**src/rtl/alu_pkg.sv**
```systemverilog
// Shared opcode encodings and FSM state type for the iterative ALU.
// The optional divider is selected by the ALU_ITER_DIV_EN macro in the users of this package.
package alu_pkg;

  localparam logic [5:0] ALU_ADD   = 6'd0;
  localparam logic [5:0] ALU_ADD2  = 6'd2;
  localparam logic [5:0] ALU_ADD3  = 6'd3;
  localparam logic [5:0] ALU_SUB   = 6'd4;
  localparam logic [5:0] ALU_MUL   = 6'd5;
  localparam logic [5:0] ALU_ADDI  = 6'd10;
  localparam logic [5:0] ALU_ADDIU = 6'd11;
  localparam logic [5:0] ALU_BEQ   = 6'd18;
  localparam logic [5:0] ALU_BNE   = 6'd19;
  localparam logic [5:0] ALU_Z23   = 6'd23;
  localparam logic [5:0] ALU_Z24   = 6'd24;
  localparam logic [5:0] ALU_Z25   = 6'd25;
  localparam logic [5:0] ALU_AND   = 6'd27;
  localparam logic [5:0] ALU_OR    = 6'd31;
  localparam logic [5:0] ALU_SLL   = 6'd34;
  localparam logic [5:0] ALU_SRL   = 6'd35;
  localparam logic [5:0] ALU_SLT   = 6'd38;
  localparam logic [5:0] ALU_SLTI  = 6'd39;
  localparam logic [5:0] ALU_ABS   = 6'd40;
  localparam logic [5:0] ALU_DIV   = 6'd51;

  typedef enum logic [1:0] {
    IDLE = 2'd0,
    BUSY = 2'd1,
    DONE = 2'd2
  } state_t;

endpackage

```
**src/rtl/alu_muldiv_iter.sv**
```systemverilog
// Shared 2*WIDTH accumulator for shift-add multiply and restoring divide (one step per cycle).
// The divide step exists only when ALU_ITER_DIV_EN is defined.
module alu_muldiv_iter
  import alu_pkg::*;
#(
  parameter int WIDTH = 32
) (
  input  logic               clk,
  input  logic               rst_n,
  input  logic               start,
  input  logic               mode,
  input  logic [WIDTH-1:0]   a,
  input  logic [WIDTH-1:0]   b,
  output logic               done,
  output logic [2*WIDTH-1:0] result
);

  localparam int CW = $clog2(WIDTH);
  localparam logic [CW-1:0] LAST = CW'(WIDTH - 1);

  logic               active;
  logic               mode_q;
  logic [CW-1:0]      cnt;
  logic [WIDTH-1:0]   opnd;
  logic [2*WIDTH-1:0] acc;
  logic [2*WIDTH-1:0] acc_nxt;
  logic [WIDTH:0]     mul_sum;
`ifdef ALU_ITER_DIV_EN
  logic [WIDTH:0]     diff;
`endif

  // mul: acc = {partial, multiplier}; div: acc = {remainder, dividend/quotient}
  always_comb begin
    mul_sum = {1'b0, acc[2*WIDTH-1:WIDTH]} + {1'b0, opnd & {WIDTH{acc[0]}}};
    acc_nxt = {mul_sum, acc[WIDTH-1:1]};
`ifdef ALU_ITER_DIV_EN
    diff = acc[2*WIDTH-1:WIDTH-1] - {1'b0, opnd};
    if (mode_q) begin
      if (diff[WIDTH]) acc_nxt = {acc[2*WIDTH-2:0], 1'b0};
      else             acc_nxt = {diff[WIDTH-1:0], acc[WIDTH-2:0], 1'b1};
    end
`else
    if (mode_q) acc_nxt = acc;
`endif
  end

  assign done   = active && (cnt == LAST);
  assign result = acc_nxt;

  always_ff @(posedge clk or negedge rst_n) begin
    if (!rst_n) begin
      active <= 1'b0;
      mode_q <= 1'b0;
      cnt    <= '0;
      opnd   <= '0;
      acc    <= '0;
    end else if (start) begin
      active <= 1'b1;
      mode_q <= mode;
      cnt    <= '0;
      opnd   <= mode ? b : a;
      acc    <= {{WIDTH{1'b0}}, (mode ? a : b)};
    end else if (active) begin
      acc <= acc_nxt;
      cnt <= cnt + CW'(1);
      if (cnt == LAST) active <= 1'b0;
    end
  end

endmodule

```
**src/rtl/alu_iterative.sv**
```systemverilog
// Multi-cycle ALU with valid/ready on both sides; mul/div iterate, everything else takes one cycle.
// Define ALU_ITER_DIV_EN to build the restoring divider for opcode 51.
module alu_iterative
  import alu_pkg::*;
#(
  parameter int WIDTH = 32,
  parameter int SAW   = $clog2(WIDTH)
) (
  input  logic               Clk,
  input  logic               Rst,
  input  logic               InValid,
  output logic               InReady,
  input  logic [5:0]         ALUControl,
  input  logic [WIDTH-1:0]   A,
  input  logic [WIDTH-1:0]   B,
  input  logic [SAW-1:0]     sa,
  output logic               OutValid,
  input  logic               OutReady,
  output logic [2*WIDTH-1:0] ALUResult,
  output logic               Zero,
  output logic               DivByZero,
  output logic               Busy,
  output logic [1:0]         dbg_state
);

  state_t state, state_nxt;

  logic               accept;
  logic               is_iter;
  logic               dbz_c;
  logic [2*WIDTH-1:0] sc_res;
  logic               sc_zero;
  logic               md_done;
  logic [2*WIDTH-1:0] md_result;
  logic [2*WIDTH-1:0] res_q;
  logic               zero_q;
  logic               dbz_q;

  // Handshake: a request is taken when InValid && InReady; a result leaves when OutValid && OutReady.
  // DONE with OutReady high frees the output slot and may take a new request in the same cycle.
  assign InReady = (state == IDLE) || ((state == DONE) && OutReady);
  assign accept  = InValid && InReady;

`ifdef ALU_ITER_DIV_EN
  assign is_iter = (ALUControl == ALU_MUL) || ((ALUControl == ALU_DIV) && (B != '0));
  assign dbz_c   = (ALUControl == ALU_DIV) && (B == '0);
`else
  assign is_iter = (ALUControl == ALU_MUL);
  assign dbz_c   = 1'b0;
`endif

  always_comb begin
    sc_res = '0;
    case (ALUControl)
      ALU_ADD, ALU_ADD2, ALU_ADD3, ALU_ADDI, ALU_ADDIU:
                    sc_res[WIDTH-1:0] = A + B;
      ALU_SUB:      sc_res[WIDTH-1:0] = A - B;
      ALU_AND:      sc_res[WIDTH-1:0] = A & B;
      ALU_OR:       sc_res[WIDTH-1:0] = A | B;
      ALU_SLL:      sc_res[WIDTH-1:0] = B << sa;
      ALU_SRL:      sc_res[WIDTH-1:0] = B >> sa;
      ALU_SLT, ALU_SLTI:
                    sc_res[0] = $signed(A) < $signed(B);
      ALU_ABS:      sc_res[WIDTH-1:0] = (A >= B) ? (A - B) : (B - A);
`ifdef ALU_ITER_DIV_EN
      // only reaches the output for B==0: quotient all ones, remainder A
      ALU_DIV:      sc_res = {A, {WIDTH{1'b1}}};
`endif
      default:      sc_res = '0;
    endcase

    case (ALUControl)
      ALU_BEQ:                   sc_zero = (A == B);
      ALU_BNE:                   sc_zero = (A != B);
      ALU_Z23, ALU_Z24, ALU_Z25: sc_zero = 1'b1;
      default:                   sc_zero = (sc_res == '0);
    endcase
  end

  always_comb begin
    state_nxt = state;
    case (state)
      IDLE: if (accept) state_nxt = is_iter ? BUSY : DONE;
      BUSY: if (md_done) state_nxt = DONE;
      DONE: begin
        if (OutReady) begin
          if (InValid) state_nxt = is_iter ? BUSY : DONE;
          else         state_nxt = IDLE;
        end
      end
      default: state_nxt = IDLE;
    endcase
  end

  always_ff @(posedge Clk or negedge Rst) begin
    if (!Rst) state <= IDLE;
    else      state <= state_nxt;
  end

  always_ff @(posedge Clk or negedge Rst) begin
    if (!Rst) begin
      res_q  <= '0;
      zero_q <= 1'b0;
      dbz_q  <= 1'b0;
    end else if (accept) begin
      dbz_q <= dbz_c;
      if (!is_iter) begin
        res_q  <= sc_res;
        zero_q <= sc_zero;
      end
    end else if ((state == BUSY) && md_done) begin
      res_q  <= md_result;
      zero_q <= (md_result == '0);
    end
  end

  alu_muldiv_iter #(.WIDTH(WIDTH)) u_muldiv (
    .clk    (Clk),
    .rst_n  (Rst),
    .start  (accept && is_iter),
    .mode   (ALUControl == ALU_DIV),
    .a      (A),
    .b      (B),
    .done   (md_done),
    .result (md_result)
  );

  assign OutValid  = (state == DONE);
  assign Busy      = (state == BUSY);
  assign ALUResult = res_q;
  assign Zero      = zero_q;
  assign DivByZero = dbz_q;
  assign dbg_state = state;

endmodule

```
**config.mk**
```make
export PLATFORM = sky130hd
export DESIGN_NAME = alu_iterative
export DESIGN_NICKNAME = d
export VERILOG_FILES = /design/src/rtl/alu_pkg.sv /design/src/rtl/alu_muldiv_iter.sv /design/src/rtl/alu_iterative.sv
export SDC_FILE = /design/constraint.sdc
export NUM_CORES = 1
export LEC_CHECK = 0
export CORE_ASPECT_RATIO = 0.8
export CORE_MARGIN = 2
export CORE_UTILIZATION = 30
export CTS_BUF_LIST = sky130_fd_sc_hd__clkbuf_8
export DETAILED_ROUTE_END_ITERATION = 12
export PLACE_DENSITY = 0.45
export SYNTH_ARGS = -nofsm -noshare
export SYNTH_HDL_FRONTEND = slang
export SYNTH_SLANG_ARGS = --single-unit
```
**constraint.sdc**
```tcl
create_clock -name Clk -period 12.2 [get_ports Clk]
set_input_delay 2.44 -clock Clk [delete_from_list [all_inputs] [get_ports Clk]]
set_output_delay 2.44 -clock Clk [all_outputs]
set_load 0.02 [all_outputs]
```
Word level (Yosys, flattened, before mapping)

Index checks and enable logic that the tools add are counted.

$add $sub $neg: 5
Order comparisons: 2
Equality and inequality tests: 28
Shifts and indexed selects: 2
Muxes and demuxes: 26
Bitwise logic cells: 3
Reduce and logical (&&, ||, !) cells: 17

Operator list:

| kind                                                            | number |
|---|---|
| 64-bit two-way mux                                              | 6 |
| 31-bit case mux with 7 select lines                             | 1 |
| 64-bit logical NOT                                              | 2 |
| 32-bit two-way mux                                              | 3 |
| 32-bit bitwise AND                                              | 2 |
| 32-bit subtractor                                               | 2 |
| 6-bit by 5-bit == test with 1-bit output, second input constant | 7 |
| 6-bit == test, second input constant                            | 6 |
| 32-bit by 32-bit adder with 33-bit output                       | 1 |
| 32-bit adder                                                    | 1 |
| 32-bit == test                                                  | 1 |
| 32-bit >= comparator                                            | 1 |
| 32-bit less-than comparator                                     | 1 |
| 32-bit != test                                                  | 1 |
| 32-bit bitwise OR                                               | 1 |
| 32-bit by 5-bit left shift with 32-bit output                   | 1 |
| 32-bit by 5-bit right shift with 32-bit output                  | 1 |
| 6-bit by 2-bit == test with 1-bit output, second input constant | 2 |
| 6-bit by 3-bit == test with 1-bit output, second input constant | 2 |
| 6-bit by 4-bit == test with 1-bit output, second input constant | 2 |
| 2-bit two-way mux                                               | 5 |
| 5-bit two-way mux                                               | 2 |
| 1-bit case mux with 8 select lines                              | 1 |
| 6-bit logical NOT                                               | 1 |
| 18 further kinds                                                | 30 |

Register bits after elaboration: 170
Input port bits: 79
Output and inout port bits: 71
Word-level logic and storage cells: 91

Logic depth before layout (Yosys ltp)

Gate-level depths: netlist of the first run.

Depth after elaboration: 7
Mapped depth: 19
Mapped depth without buffers: 17

Hierarchy

From an unflattened synthesis of the first run, not the netlist that was laid out.

Cells, all modules: 2790
Area total of the unflattened synthesis: 21825.9 um^2

By module, submodules not included:

| module          | instances | cells an instance | area an instance (um^2) | sequential area each (um^2) |
|---|---|---|---|---|
| alu_iterative   | 1         | 1859              | 14073.5                 | 1676.6 |
| alu_muldiv_iter | 1         | 931               | 7752.4                  | 2577.5 |

Worst setup path before layout of the first run

Ideal clock, no wire load.

Path kind: input to register
From: in B[17]
To: reg zero_q (netlist: Zero)
Library setup time: 0.073 ns
Data arrival time: 5.962 ns
Data required time: 12.127 ns
Setup slack: 6.164 ns
Stages on the path: 17
Buffers on the path: 2
Cell sequence: clkbuf_1 -> inv_1 -> ha_1 -> buf_2 -> or4_4 -> nor4b_4 -> o31a_1 -> nor4_1 -> a31oi_1 -> nor3_1 -> or3_1 -> a211oi_1 -> and4_1 -> nand4_1 -> nor4bb_1 -> nand4_1 -> a21oi_2

Cells in the longest elaborated chain, start to end: 7
Elaborated cells between the ends (all ways): 18
Classes of those cells: add/sub (3); order compare (2); eq/ne (2); shift (2); mux (6); bitwise (2); reduce/logical (1)

Ends and longest elaborated chain:

| what                                                                                      | RTL line             | RTL |
|---|---|---|
| from (decl)                                                                               | alu_iterative.sv:15  | `input logic [WIDTH-1:0] B,` |
| 32-bit subtractor (tied with other cells)                                                 | alu_iterative.sv:64  | `ALU_ABS: sc_res[WIDTH-1:0] = (A >= B) ? (A - B) : (B - A);` |
| 32-bit two-way mux                                                                        | alu_iterative.sv:64  |  |
| 31-bit case mux with 7 select lines or 1-bit case mux with 8 select lines (tied branches) | alu_iterative.sv:54  | `case (ALUControl)` |
| 64-bit logical NOT                                                                        | alu_iterative.sv:76  | `default: sc_zero = (sc_res == '0);` |
| 1-bit case mux with 3 select lines (*)                                                    | alu_iterative.sv:72  | `case (ALUControl)` |
| 1-bit two-way mux (*)                                                                     | alu_iterative.sv:107 | `if (!is_iter) begin` |
| 1-bit two-way mux (*)                                                                     | alu_iterative.sv:105 | `end else if (accept) begin` |
| to (signal assigned)                                                                      | alu_iterative.sv:109 | `zero_q <= sc_zero;` |
| to (signal assigned)                                                                      | alu_iterative.sv:113 | `zero_q <= (md_result == '0);` |
| to (decl)                                                                                 | alu_iterative.sv:36  | `logic zero_q;` |

Every way passes the cells marked *; elsewhere a longest branch is shown, timed or not. The select of a mux whose other input is x is not followed.
A chain may end at the register's enable or synchronous reset.

Final worst setup path of the first run

From: in B[15]
To: reg zero_q (netlist: Zero)

Same word-level chain as after synthesis.

==> flow_summary.toml, run 1 <==
[routing]
drc = 0
antenna_left = 0
drt_iter0_drc = 2549
dr_total_vias = 23900
drt_pass1_iterations = 6
vias_per_cell = 6.15
wl_um = 118000
wire_per_inst_um = 30.3

[critical_path]
worstPathMaxFanout = 19
startpoint_type = "input pin"
crit_type = "in -> reg"
required_ns = 12.62
endpoint_kind = "flip-flop"
cp_data_arrival_time_ns = 9.29

[sta]
finalCritPeriodShare_pct = 72.7
tns_ns = 0
finalSetupViolCount = 0
fin_crit_ns = 8.87
max_freq_mhz = 113
fin_skew_ns = 0.0169
rsz0062_at_grt = "no"
tightest_slew_ns = 1.43
final_hold_viol_count = 0
hold_slack_ns = 0.483
maxSlewHeadroom_pct = 4.81
slew_viol_final = 0

[synth]
syn-instance-count = 2873
synth_fp_nets = 3127
synth_edf_count = 0
yosysWarnings = 0
ys.flop_type = "dfrtp_1"
ys_seq_area_share_pct = 18.9
yosysUniqueCellTypes = 106
synth_top_area_share_pct = 18.9
synthesis.area_mm2 = 0.0225
synth_area_leader_cell = "dfrtp_1"
syn-mean-instance-area_um2 = 7.82
ys_seq_elements = 170
async_reset_ff_share_pct = 100
synthTopCellsByArea = "dfrtp_1 (19%), ha_1 (9.5%), mux2i_1 (8.1%)"

[clock_tree]
cts_tree = "yes"
cts_hold_buf = 0
ctsResizeCount = 0
clk_pin_slew_ns = 0.10
cts-root-buf = "clkbuf_8"
clock_latency_ns = 0.49
clkSinkCount = 170
htreeDepth = 4
cts_buffers = 17
cts_setup_buffers = 0
clock_path_buffers = 2

[placed_design]
numPortBuffers = 148
gp_congestion = 1.03
dp_hpwl_um = 93600
placedCellCount = 3849

[floorplan]
die_h_um = 249
start_util_pct = 30.4
dieWidth_um = 310
die_area_mm2 = 0.0771
fp-row-count = 89
core-area_mm2 = 0.0739
io_pins = 150

[global_routing]
grt_antenna_before_repair = 3
overflow = 0
grt_pass1_vias = 22400
grt_max_degree = 127
grt_first_pass_wirelength_um = 167000
grtUsageTotal_pct = 29.6

[final_layout]
syn2layout_area_growth_pct = 11.8
fin_nets = 3121
final_layout_size_suffix_gt1_share_pct = 8.06
mostFrequentLayoutCells = "nand2_1 (316), o21ai_0 (242), nor2_1 (216)"
nFillCells = 7908
instances_no_fill = 3882
final_common_cell = "nand2_1"

[pwr]
peakVddDrop_v = 0.0000727
powerDensity_mw_per_mm2 = 127
p_leak_nw = 10.1
power_w = 0.00319

[job]
cap_violations = 0

[status]
status = "completed"

[hold_path]
hold_path.class = "reg -> reg"
path summary, 6_finish.rpt:
check,slack [ns],cells past startpoint,startpoint,to
worst max-delay path,3.33,16,B[15],Zero
worst min-delay path,0.48,2,u_muldiv.opnd[10],u_muldiv.opnd[10]
worst max register to register,6.05,17,u_muldiv.acc[0],Zero
worst min register to register,0.48,2,u_muldiv.opnd[10],u_muldiv.opnd[10]
max in group asynchronous,8.43,3,Rst,u_muldiv.opnd[25]
min in group asynchronous,1.95,1,Rst,u_muldiv.cnt[2]
where the power goes:
group          switching, W  internal, W  leakage, nW  total [W]
clock network      0.000239     0.000236        0.230   0.000475
registers          0.000198     0.000710         2.04   0.000907
logic               0.00112     0.000679         7.88    0.00180
sequential cells by signal (all words and copies together), names as in the netlist:
register         flops
u_muldiv.acc        64
u_muldiv.cnt         5
dbg_state            2
ALUResult           64
u_muldiv.mode_q      1
u_muldiv.active      1
Zero                 1
u_muldiv.opnd       32
per-stage QoR:
stage	util, %	worst slack [ns]	area (um^2)
2_1_floorplan	-	6.16	22500
3_3_place_gp	33.3	3.25	24700
3_5_place_dp	33.4	3.13	24700
4_1_cts	34.0	3.67	25100
5_1_grt	34.0	3.24	25100
6_report	34.0	3.33	25100
layout make-up:
cell class | instances | area, um^2 | share of cell area (%)
Multi-Input combinational cell | 2346 | 16800 | 66.8
Antenna cell | 1 | 2.50 | 0.00996
Inverter | 127 | 477 | 1.90
Timing Repair Buffer | 205 | 1900 | 7.55
Clock inverter | 13 | 188 | 0.747
Tap cell | 1001 | 1250 | 4.99
Clock buffer | 19 | 262 | 1.04
Sequential cell | 170 | 4260 | 17.0
worst max-delay path: stages:
cell             delay (ns)
clkdlybuf4s50_1        1.03
inv_1                  0.30
ha_1                   0.78
inv_1                  0.25
a21oi_1                0.29
o21ai_0                0.20
a221oi_2               0.47
a21o_1                 0.68
nand2_2                0.55
a21oi_1                0.47
o21ai_0                0.16
a2111oi_2              0.75
nand4_1                0.23
nor4bb_1               0.35
nand4_1                0.15
a21oi_2                0.15
Yosys cell counts, drive strengths merged, types with 42 or more instances:
library cell  count
mux2i           182
dfrtp           170
a211oi           52
a21oi           187
nor3             57
o21ai           251
nand3            64
clkbuf          145
inv             124
buf              85
ha              171
and2             54
nor4             42
nand2           319
o211ai           71
nor2            219
mux4             52
cells by family (layout without fill, tap and decap cells):
group / Yosys count / count (layout) / share of synthesized area (%)
other: 1 / 2 / 0.0167
and+or+nand+nor: 941 / 941 / 20.4
DFF: 170 / 170 / 18.9
buffers and inverters: 357 / 364 / 6.56
AOI/OAI and AO/OA: 920 / 920 / 27.6
muxes: 262 / 262 / 14.8
xor gates and xnor gates: 47 / 47 / 1.83
adders and majority gates: 175 / 175 / 9.89
routing by layer:
metal  vias to the layer above  GRT usage, %  part of all wire (%)
met5                         -             0                 0.022
li1                      10700             -                     -
met4                         4          9.03                   3.3
met2                      1133          41.6                    41
met3                       129          8.73                   9.6
met1                     11900          43.0                    46
Power figures use the tool's default switching activity.
==> inputs of run 2 (changes only) <==
Settings changed: PLACE_DENSITY 0.45 to 0.47.
Clock period 12.2 ns to 7.7 ns, I/O delays scaled along.
==> flow_summary.toml, run 2 (synthesis gave the netlist of run 1 again) <==
[job]
cap_violations = 0

[critical_path]
cp_data_arrival_time_ns = 7.33
max_stage_delay_ns = 0.79
required_ns = 8.11
cp_slowest_cell = "a211oi_1"
endpoint_kind = "flip-flop"
crit_path_cell_trace = "clkdlybuf4s50_1, inv_1, ha_1, nor2b_1, o211ai_1, nand3_1, buf_4, a211oi_1, o21ai_0, a311oi_1, o32ai_1, a211oi_1, and4_1, nand4_1, nor4bb_1, nand4_1, a21oi_2"
startpoint_type = "input pin"
r2r-start = "u_muldiv.acc[0]"
reg2reg_depth = 16
crit_type = "in -> reg"
worstPathMaxFanout = 16
reg2reg_to = "Zero"
reg2reg_slack_ns = 1.64

[hold_path]
min_path_cells = 2
hold_path.class = "reg -> reg"
hp-start = "ALUResult[4]"
hold_end = "ALUResult[4]"

[floorplan]
fp-row-count = 89
io_pins = 150
start_util_pct = 30.4
die_h_um = 249
die_area_mm2 = 0.0771
dieWidth_um = 310
core-area_mm2 = 0.0739

[sta]
tns_ns = 0
hold_slack_ns = 0.476
rsz0062_at_grt = "no"
fin_skew_ns = 0.0397
final_hold_viol_count = 0
slew_viol_final = 0
max_freq_mhz = 145
finalSetupViolCount = 0
finalCritPeriodShare_pct = 89.9
maxSlewHeadroom_pct = 18.6
fin_crit_ns = 6.92
setup_ws_ns = 0.780
tightest_slew_ns = 1.22

[clock_tree]
cts_buffers = 17
htreeDepth = 4
clk_pin_slew_ns = 0.10
clock_path_buffers = 2
clock_latency_ns = 0.50
cts_tree = "yes"
cts_hold_buf = 0
cts_setup_buffers = 0
clkSinkCount = 170
cts-root-buf = "clkbuf_8"
ctsResizeCount = 0

[final_layout]
final_layout_size_suffix_gt1_share_pct = 10.0
regArea_mm2 = 0.00426
syn2layout_area_growth_pct = 13.9
stdcell_area_mm2 = 0.0256
nFillCells = 7877
fin_nets = 3187
n_antenna_cell = 0
multi_input_area_mm2 = 0.0168
mostFrequentLayoutCells = "nand2_1 (317), o21ai_0 (242), nor2_1 (216)"
final_common_cell = "nand2_1"

[pwr]
p_switching_w = 0.00250
p_leak_nw = 10.4
sw_frac_of_total_pct = 50.3
seq_power_share_pct = 29.0
peakVddDrop_v = 0.000117
clkPwrFrac_pct = 12.8
power.internal_w = 0.00247
combPwrFrac_pct = 58.2
powerDensity_mw_per_mm2 = 194

[global_routing]
grt_antenna_before_repair = 5
overflow = 0
grt_first_pass_wirelength_um = 166000
grtUsageTotal_pct = 29.3
grt_pass1_vias = 22600
grt_max_degree = 104

[routing]
drc = 0
drt_pass1_iterations = 6
wire_per_inst_um = 29.6
antenna_left = 0
drt_iter0_drc = 2991
dr_total_vias = 24400
vias_per_cell = 6.18
wl_um = 117000

[placed_design]
numPortBuffers = 148
gp_congestion = 1.05
dp_hpwl_um = 94200
place_ws_ns = 0.605
placed_area_mm2 = 0.0252

[status]
status = "completed"
run 2: changes by cell type in the layout (fill, tap and decap cells not counted), moves of 2 or more:
cell / change
bufinv_16: -4
clkinv_2: -2
buf_12: +4
clkbuf_8: -2
buf_4: +62
clkinvlp_4: +3
inv_8: +3
run 2: critical path: cells and delay by family:
| family | cells | cell delay, ns |
|---|---|---|
| buf+inv | 3 | 1.12 |
| fa+ha+maj | 1 | 0.68 |
| compound gates | 7 | 2.69 |
| simple gates | 6 | 1.27 |
run 2: worst max-delay path by stage:
stage,startpoint,endpoint,slack (ns),depth (start not counted)
after global placement,B[4],Zero,0.55,19
after detailed placement,A[3],Zero,0.60,18
after CTS,B[5],Zero,1.11,17
after global routing,B[5],Zero,0.70,17
final,B[5],Zero,0.78,17
after floorplan,B[17],Zero,2.56,17
run 2: final cells by class:
type | count | share of cell area, %
clock buffers | 17 | 0.915
clock inverters | 15 | 0.543
inverters | 127 | 1.86
multi-input cells | 2346 | 65.6
flip-flops and latches | 170 | 16.7
well taps | 1001 | 4.90
repair buffers | 271 | 9.55
run 2: power groups by stage:
stage	sequential, W	clock (W)	combinational, W
floorplan	0.00136	0	0.00184
global placement	0.00145	0	0.00280
detailed placement	0.00145	0	0.00282
CTS	0.00144	0.000651	0.00283
global route	0.00147	0.000687	0.00313
finish	0.00144	0.000638	0.00289
run 2: per-stage QoR:
step	util (%)	total power, W	instances
final	34.6	0.00497	3947
after CTS	34.6	0.00492	3947
after floorplan	-	0.00320	2873
after detailed placement	34.1	0.00427	3915
after global routing	34.6	0.00529	3947
after global placement	34.1	0.00424	3915
run 2: routing by layer:
metal | global-route usage [%] | wire [um] | vias up
li1 | - | - | 10800
met1 | 44.8 | 55300 | 12200
met2 | 40.8 | 47400 | 1231
met3 | 6.92 | 11000 | 119
met4 | 7.08 | 3030 | 6
met5 | 0 | 35 | -
